===== config.mk =====
export PLATFORM = sky130hd
export DESIGN_NAME = multi_cycle_ctrl
export DESIGN_NICKNAME = d
export VERILOG_FILES = /design/src/rtl/multi_cycle_ctrl.sv
export SDC_FILE = /design/constraint.sdc
export NUM_CORES = 1
export LEC_CHECK = 0
export CAP_MARGIN = 20
export CORE_MARGIN = 4
export CORE_UTILIZATION = 27
export DETAILED_ROUTE_END_ITERATION = 8
export RECOVER_POWER = 100
export SLEW_MARGIN = 5
export SYNTH_ARGS = -nofsm -noshare
export SYNTH_HDL_FRONTEND = slang
export SYNTH_SLANG_ARGS = --single-unit

===== constraint.sdc =====
create_clock -name clk_i -period 3.5 [get_ports clk_i]
set_clock_uncertainty 0.15 [all_clocks]
set_input_delay 0.35 -clock clk_i [delete_from_list [all_inputs] [get_ports clk_i]]
set_output_delay 0.35 -clock clk_i [all_outputs]
set_load 0.05 [all_outputs]

===== src/rtl/multi_cycle_ctrl.sv =====
// Multi-cycle processor control FSM: sequences fetch, decode, memory, ALU,
// branch and jump steps. A bounded memory wait leads to a sticky TRAP state.
module multi_cycle_ctrl #(
  parameter int unsigned MEM_TIMEOUT = 16
) (
  input  logic       clk_i,
  input  logic       rst_i,
  input  logic [5:0] opcode_i,
  input  logic [5:0] funct_i,
  input  logic       alu_zero_i,
  input  logic       mem_ready_i,
  output logic       pc_write_o,
  output logic       ir_write_o,
  output logic       mem_read_o,
  output logic       mem_write_o,
  output logic       iord_o,
  output logic       reg_write_o,
  output logic       reg_dst_o,
  output logic       mem_to_reg_o,
  output logic       alusrc_a_o,
  output logic [1:0] alusrc_b_o,
  output logic [2:0] alu_op_o,
  output logic [1:0] pc_src_o,
  output logic [3:0] state_o,
  output logic       trap_o,
  output logic       retire_o
);

  typedef enum logic [3:0] {
    FETCH    = 4'd0,
    DECODE   = 4'd1,
    MEM_ADDR = 4'd2,
    MEM_RD   = 4'd3,
    MEM_WB   = 4'd4,
    MEM_WR   = 4'd5,
    EXEC     = 4'd6,
    ALU_WB   = 4'd7,
    BRANCH   = 4'd8,
    JUMP     = 4'd9,
    IMM_EXEC = 4'd10,
    IMM_WB   = 4'd11,
    TRAP     = 4'd12
  } state_t;

  localparam logic [5:0] OP_RTYPE = 6'h00;
  localparam logic [5:0] OP_LW    = 6'h23;
  localparam logic [5:0] OP_SW    = 6'h2B;
  localparam logic [5:0] OP_ADDI  = 6'h08;
  localparam logic [5:0] OP_BEQ   = 6'h04;
  localparam logic [5:0] OP_BNE   = 6'h05;
  localparam logic [5:0] OP_J     = 6'h02;

  localparam logic [7:0] WAIT_LAST = 8'(MEM_TIMEOUT - 1);

  state_t     state_q, state_d;
  logic [7:0] wait_cnt_q;
  logic       waiting;
  logic       timeout;

  function automatic logic rtype_ok(input logic [5:0] f);
    return (f == 6'h20) || (f == 6'h22) || (f == 6'h24) ||
           (f == 6'h25) || (f == 6'h2A);
  endfunction

  assign timeout = (wait_cnt_q == WAIT_LAST);
  assign state_o = state_q;

  always_ff @(posedge clk_i) begin
    if (rst_i) begin
      state_q <= FETCH;
    end else begin
      state_q <= state_d;
    end
  end

  // Counter restarts on any state change, so it is zero on entry to every wait state
  always_ff @(posedge clk_i) begin
    if (rst_i) begin
      wait_cnt_q <= '0;
    end else if (state_d != state_q) begin
      wait_cnt_q <= '0;
    end else if (waiting && !mem_ready_i) begin
      wait_cnt_q <= wait_cnt_q + 8'd1;
    end
  end

  always_comb begin
    state_d      = state_q;
    waiting      = 1'b0;
    pc_write_o   = 1'b0;
    ir_write_o   = 1'b0;
    mem_read_o   = 1'b0;
    mem_write_o  = 1'b0;
    iord_o       = 1'b0;
    reg_write_o  = 1'b0;
    reg_dst_o    = 1'b0;
    mem_to_reg_o = 1'b0;
    alusrc_a_o   = 1'b0;
    alusrc_b_o   = 2'b00;
    alu_op_o     = 3'b000;
    pc_src_o     = 2'b00;
    trap_o       = 1'b0;
    retire_o     = 1'b0;

    case (state_q)
      FETCH: begin
        mem_read_o = 1'b1;
        alusrc_b_o = 2'b01;
        waiting    = 1'b1;
        if (mem_ready_i) begin
          ir_write_o = 1'b1;
          pc_write_o = 1'b1;
          state_d    = DECODE;
        end else if (timeout) begin
          state_d = TRAP;
        end
      end
      DECODE: begin
        alusrc_b_o = 2'b11;
        case (opcode_i)
          OP_RTYPE:       state_d = rtype_ok(funct_i) ? EXEC : TRAP;
          OP_LW, OP_SW:   state_d = MEM_ADDR;
          OP_ADDI:        state_d = IMM_EXEC;
          OP_BEQ, OP_BNE: state_d = BRANCH;
          OP_J:           state_d = JUMP;
          default:        state_d = TRAP;
        endcase
      end
      MEM_ADDR: begin
        alusrc_a_o = 1'b1;
        alusrc_b_o = 2'b10;
        if (opcode_i == OP_LW) begin
          state_d = MEM_RD;
        end else if (opcode_i == OP_SW) begin
          state_d = MEM_WR;
        end else begin
          state_d = TRAP;
        end
      end
      MEM_RD: begin
        mem_read_o = 1'b1;
        iord_o     = 1'b1;
        waiting    = 1'b1;
        if (mem_ready_i) begin
          state_d = MEM_WB;
        end else if (timeout) begin
          state_d = TRAP;
        end
      end
      MEM_WB: begin
        reg_write_o  = 1'b1;
        mem_to_reg_o = 1'b1;
        retire_o     = 1'b1;
        state_d      = FETCH;
      end
      MEM_WR: begin
        mem_write_o = 1'b1;
        iord_o      = 1'b1;
        waiting     = 1'b1;
        if (mem_ready_i) begin
          retire_o = 1'b1;
          state_d  = FETCH;
        end else if (timeout) begin
          state_d = TRAP;
        end
      end
      EXEC: begin
        alusrc_a_o = 1'b1;
        alu_op_o   = 3'b010;
        state_d    = ALU_WB;
      end
      ALU_WB: begin
        reg_write_o = 1'b1;
        reg_dst_o   = 1'b1;
        retire_o    = 1'b1;
        state_d     = FETCH;
      end
      IMM_EXEC: begin
        alusrc_a_o = 1'b1;
        alusrc_b_o = 2'b10;
        state_d    = IMM_WB;
      end
      IMM_WB: begin
        reg_write_o = 1'b1;
        retire_o    = 1'b1;
        state_d     = FETCH;
      end
      BRANCH: begin
        alusrc_a_o = 1'b1;
        alu_op_o   = 3'b001;
        pc_src_o   = 2'b01;
        pc_write_o = (opcode_i == OP_BNE) ? ~alu_zero_i : alu_zero_i;
        retire_o   = 1'b1;
        state_d    = FETCH;
      end
      JUMP: begin
        pc_src_o   = 2'b10;
        pc_write_o = 1'b1;
        retire_o   = 1'b1;
        state_d    = FETCH;
      end
      TRAP: begin
        trap_o = 1'b1;
      end
      default: begin
        state_d = TRAP;
      end
    endcase
  end

endmodule


# Word-level counts from Yosys, hierarchy flattened
# Index checks and enable logic that the tools add are counted.
[totals] memories=0 wordCells=73 out_inout_bits=22 romBits=0 latchBits=0 regBits=12 input_bits=16 ramBits=0
[op_classes] eq_ne=25 addsub=1 magnitude_cmp=0 multipliers=0 muxes=26 n_bitwise=1 n_div=0 reduce_logical=18 shift=0
[ops] op="== test 6 bit, second input constant" n=7
[ops] op="case mux 4 bit (9 select lines)" n=1
[ops] op="two-way mux 4 bit" n=7
[ops] op="== test 4 bit, second input constant" n=5
[ops] op="case mux 4 bit (5 select lines)" n=1
[ops] op="== test 4 x 3 -> 1 bit, second input constant" n=4
[ops] op="== test 6 x 3 -> 1 bit, second input constant" n=2
[ops] op="two-way mux 1 bit" n=12
[ops] op="OR reduction 2 bit" n=6
[ops] op="adder 8 x 1 -> 8 bit, second input constant" n=1
[ops] op="== test 4 x 2 -> 1 bit, second input constant" n=2
[ops] op="== test 8 x 4 -> 1 bit, second input constant" n=1
[ops] op="case mux 2 bit (2 select lines)" n=2
[ops] op="== test 6 x 2 -> 1 bit, second input constant" n=1
[ops] op="== test 6 x 4 -> 1 bit, second input constant" n=1
[ops] op="zero test 6 bit" n=1
[ops] op="case mux 2 bit (3 select lines)" n=1
[ops] op="OR reduction 3 bit" n=2
[ops] op="OR reduction 5 bit" n=1
[ops] op="== test 4 x 1 -> 1 bit, second input constant" n=1
[ops] op="zero test 4 bit" n=1
[ops] op="logical OR 1 bit" n=4
[ops] op="!= test 4 bit" n=1
[ops] op="OR reduction 4 bit" n=1
[ops] op="other kinds (5)" n=5

# Logic depth before layout (Yosys ltp)
[logic_depth] depth_word=10 depth_mapped=7 mapped_depth_nobuf=6

# Worst setup path after synthesis
# OpenSTA, ideal clock, no wires.
[synth_timing] path_kind="flip-flop to flip-flop" from="reg state_q[0] (netlist: state_o[0])" to="reg wait_cnt_q[1]" path_buffers=1 stages_incl_launch_ff=6 setup_ns=0.143 t_arrival_ns=3.362 path_slack_ns=-0.155 required_time_ns=3.207 period_less_slack_ns=3.655 path_cell_list="dfxtp_1 > clkbuf_1 > nor2b_1 > nor4b_1 > a311oi_1 > nor4b_2"
[synth_via] elab_chain_cells=5 elab_cells_between_ends=24 classes_between="13 x eq/ne; 6 x mux; 5 x reduce/logical"
[synth_rtl] element="start: declaration" line_no="55" source="state_t state_q, state_d;"
[synth_rtl] element="start signal: assignment" line_no="72" source="state_q <= state_d;"
[synth_rtl] element="== test 4 bit (tied with other cells)" line_no="105" source="case (state_q)"
[synth_rtl] element="OR reduction 5 bit (no line) (tied with other cells)"
[synth_rtl] element="case mux 4 bit (9 select lines)" line_no="105"
[synth_rtl] element="!= test 4 bit" line_no="80" source="end else if (state_d != state_q) begin"
[synth_rtl] element="OR reduction 2 bit (no line)"
[synth_rtl] element="end signal: assignment" line_no="83" source="wait_cnt_q <= wait_cnt_q + 8'd1;"
[synth_rtl] element="end: declaration" line_no="56" source="logic [7:0] wait_cnt_q;"
# Several ways; a longest one is shown, not always the timed one.
# A chain may end at the register's enable or synchronous reset.

# Worst setup path in the final report
[layout_timing] from="reg state_q[1] (netlist: state_o[1])" to="out alusrc_b_o[1]"
[layout_via] elab_chain_cells=3 elab_cells_between_ends=6 classes_between="3 x eq/ne; 1 x mux; 2 x reduce/logical"
[layout_rtl] element="== test 4 x 2 -> 1 bit or == test 4 bit (tied branches)" line_no="105"
[layout_rtl] element="OR reduction 2 bit (no line)"
[layout_rtl] element="case mux 2 bit (3 select lines) (*)" line_no="105"
[layout_rtl] element="end: declaration" line_no="21" source="output logic [1:0] alusrc_b_o,"
# Every way passes the cells marked *; elsewhere a longest branch is shown, timed or not.

==> results.rst <==
.. list-table::
   :header-rows: 1

   * - Metric
     - Value
   * - Number of hold-slack violations in the final timing report
     - 0
   * - Vias per Instance
     - around 5.2
   * - Reg2reg start
     - state_o[1]
   * - Biggest area contributors in the synthesized netlist
     - dfxtp_1 (20%), nor4b_2 (8.9%), nor2_1 (6.3%)
   * - Fraction of power consumed by combinational cells
     - 0.516
   * - Summed negative setup slack over all endpoints
     - 0 ps
   * - Number of top-level pins
     - 38
   * - Number of enable flip-flop cells after synthesis
     - 0
   * - Yosys Warn Count
     - 0
   * - Share of the synthesized area in compound gates (AO/OA/AOI/OAI)
     - 0.175
   * - Post-route cell area
     - between 0.0015 and 0.002 mm²
   * - Adder and majority gate portion of the synthesized area
     - 0.0106
   * - Post-CTS repair timing setup buffer count
     - 0
   * - Share of cells above drive strength 1
     - 0.0815
   * - Core Area
     - 0.00412 mm²
   * - Horizontal extent of the die
     - between 70 and 80 µm
   * - Max Buffers Root-to-Sink
     - 2
   * - Arrival time of the worst setup path
     - about 2600 ps
   * - Worst slack, placed
     - between 700 and 800 ps
   * - Diodes inserted
     - 0
   * - Cells after synthesis
     - between 150 and 200
   * - Routed WL
     - 3.10 mm
   * - Routed wire per std cell
     - between 10 and 15 µm
   * - Count of final max-slew check failures
     - 0
   * - Time the worst path needs with I/O delays and setup
     - approximately 3100 ps
   * - Cts-stage hold buffer count
     - 0
   * - Hold-critical path endpoint
     - wait_cnt_q[1]
   * - Tightest slew margin relative to the limit
     - 0.366
   * - Net switching component of the power
     - between 0.2 and 0.3 mW
   * - Routed Antenna Nets
     - 0
   * - Clock transition time at the flip-flop clock pins of the worst setup and hold paths
     - around 50 ps
   * - Main combinational cell family by area after synthesis
     - simple AND/OR/NAND/NOR gates
   * - CP endpoint kind
     - primary output
   * - Hold Path Class
     - reg2reg
   * - Final number of setup-violating endpoints
     - 0
   * - Critical Setup Path Class
     - reg2out
   * - Die area
     - between 0.005 and 0.006 mm²
   * - Post_cts resized
     - 0
   * - Maximum fanout count along the critical path
     - 22
   * - Average instance area after synthesis
     - 7.73 µm²
   * - Number of vias in the routed layout
     - 1220
   * - Area post-placement
     - about 0.0016 mm²
   * - TritonCTS clock tree
     - built
   * - Top flip-flop cell by instance count after synthesis
     - dfxtp_1
   * - Wire length of the first global-routing pass
     - 5.43 mm
   * - Number of global-route vias before repair
     - ~1100
   * - Layout-stage area growth over the synthesis result
     - 32.0%
   * - Global placer's final weighted congestion
     - approximately 0.75
   * - Power density relative to cell area
     - 374 mW/mm²
   * - Hold path start
     - wait_cnt_q[1]
   * - Xor-xnor portion of the synthesized cell area
     - 0.0667
   * - Buffer type at the clock tree root
     - clkbuf_8
   * - Startpoint kind of the worst setup timing path
     - flip-flop
   * - Slack of the worst reg-to-reg path
     - approximately 760 ps
   * - Reported max-cap violation count
     - 0
   * - Number of levels the H-tree was split into
     - 1
   * - Final net count
     - 203
   * - Latest clock arrival within the worst-skew pair
     - 240 ps
   * - Drt pass-1 iters
     - 4
   * - Maximum number of pins on one net before global-route repair
     - 23
   * - Top-count cell post-synth
     - nor2_1
   * - Final WS setup
     - approximately 440 ps
   * - Internal power
     - 0.322 mW
   * - Unrepaired setup endpoints after global routing
     - false
   * - Mapped Nets
     - 170
   * - Library cell occupying the most area in the post-synthesis netlist
     - dfxtp_1
   * - Cell area after technology mapping
     - around 0.0012 mm²
   * - Placed wire-length estimate after detailed placement
     - around 2.4 mm
   * - Count of cells along the worst hold path
     - 2
   * - Fraction of synthesis flops using an asynchronous set or reset pin
     - 0
   * - Fill cell instance count of the final layout
     - 451
   * - Sequential cell fraction of total power
     - 0.273
   * - Seq cells post-synth
     - 12
   * - Result of the run
     - finished clean
   * - Clock power frac
     - 0.212
   * - Fraction of post-synthesis cell area in the top cell type by area
     - 0.203
   * - Distinct cells, synth
     - 51
   * - Tcrit/Tclk final
     - 0.873
   * - Overflow after GRT
     - 0
   * - Transition time at the pin with the least slew margin
     - around 950 ps
   * - Die height
     - 74.2 µm
   * - Switching share of power
     - 0.449
   * - Cell types with the highest counts after synthesis
     - nor2_1 (20), nand2_1 (16), dfxtp_1 (12), nor3_1 (10)
   * - Number of violations reported at the end of detailed-routing iteration 0
     - 102
   * - CP Data Required Time
     - about 3000 ps
   * - P_leak
     - 0.576 nW
   * - DRC violation count after routing
     - 0
   * - CTS buffer count
     - 3
   * - Post-synthesis share of cell area spent on and, or, nand and nor gates
     - 0.472
   * - Portion of the post-synthesis area used by sequential elements
     - 0.203
   * - Proportion of synthesized area in mux cells
     - 0.0169
   * - Overall track demand over capacity in global routing
     - 0.122
   * - Standard-cell rows
     - 23
   * - PortBufs
     - 36
   * - Initial standard-cell utilization of the core
     - 0.287
   * - Number of antenna violations at the first check in global routing
     - 0
   * - Clk sink count
     - 12
   * - Max Freq
     - 0.327 GHz
   * - Worst reg2reg endpoint
     - wait_cnt_q[4]
   * - Worst-case reg-to-reg path depth
     - 5
   * - Worst IR drop on VDD
     - a little over 0.1 mV
## routing by layer
layer / global-route usage / vias up / part of all wire
li1: - / 631 / -
met1: 0.164 / 557 / 0.48
met3: 0.0122 / 4 / 0.054
met2: 0.204 / 28 / 0.45
met4: 0.0423 / 0 / 0.015
met5: 0 / - / 0
## power groups by stage
| stage | Sequential (mW) | Combinational (mW) | Clock (mW) |
|---|---|---|---|
| after floorplan | 0.165 | 0.221 | 0 |
| after global placement | 0.162 | 0.324 | 0 |
| after detailed placement | 0.163 | 0.324 | 0 |
| after CTS | 0.160 | 0.325 | 0.127 |
| after global routing | 0.162 | 0.325 | 0.132 |
| final | 0.159 | 0.301 | 0.124 |
## state kept, by name, summed over array words and instances (netlist names)
name	flops
state_o	4
wait_cnt_q	8
## metrics by stage
stage,hold slack [ps],power [mW],utilization,std cells
2_1_floorplan,269,0.386,-,153
3_3_place_gp,416,0.487,0.382,231
3_5_place_dp,418,0.486,0.382,231
4_1_cts,428,0.612,0.392,234
5_1_grt,467,0.619,0.379,234
6_report,411,0.584,0.379,234
## area by class of cell
| cell class | count | area, µm² | area share |
|---|---|---|---|
| multi-input combinational | 129 | 836 | 0.536 |
| timing repair buffer | 39 | 377 | 0.241 |
| sequential | 12 | 240 | 0.154 |
| tap | 50 | 62.6 | 0.0401 |
| clock buffer | 3 | 41.3 | 0.0265 |
| inverter | 1 | 3.75 | 0.00241 |
## cell usage in the layout, fill, tap and decap left out, types with 2 or more instances in the layout
master            n
clkdlybuf4s50_1  14
nand3_1           4
nor2b_1           3
dfxtp_1          12
nor4b_2           2
nand2_1          16
nor4b_1          10
nand2b_1          4
o22ai_1           2
nand4_1           4
buf_4             3
nor3_1           10
mux2i_1           2
a21oi_1           7
dlygate4sd3_1    21
o21ai_0           5
xor2_1            2
nor2_1           20
a211oi_1          3
and3_1            2
xnor2_1           7
or4_1             2
clkbuf_8          3
## logic make-up (layout without fill, tap and decap cells)
logic type / after synthesis / count (layout)
other: 1 / 1
adder cells (fa/ha/maj): 1 / 1
multiplexers: 2 / 2
buffers and inverters: 12 / 43
AO/OA/AOI/OAI: 29 / 29
XOR/XNOR: 9 / 9
flip-flops: 12 / 12
AND/OR/NAND/NOR: 87 / 87
## how the worst max path moves through the flow
stage / startpoint / end / slack, ps / depth (start not counted)
final: state_o[1] / alusrc_b_o[1] / 440 / 4
after global routing: state_o[1] / alusrc_b_o[1] / 320 / 4
after CTS: state_o[1] / alusrc_b_o[1] / 520 / 4
after detailed placement: mem_ready_i / retire_o / 720 / 4
after global placement: mem_ready_i / retire_o / 730 / 4
after floorplan: state_o[2] / reg_write_o / 230 / 5
## critical path, cell delays in order (launching register included)
cell,delay (ps)
dfxtp_1,780
nor2b_1,460
nor2_1,100
nor2_1,90
dlygate4sd3_1,880
Power figures use the tool's default switching activity.
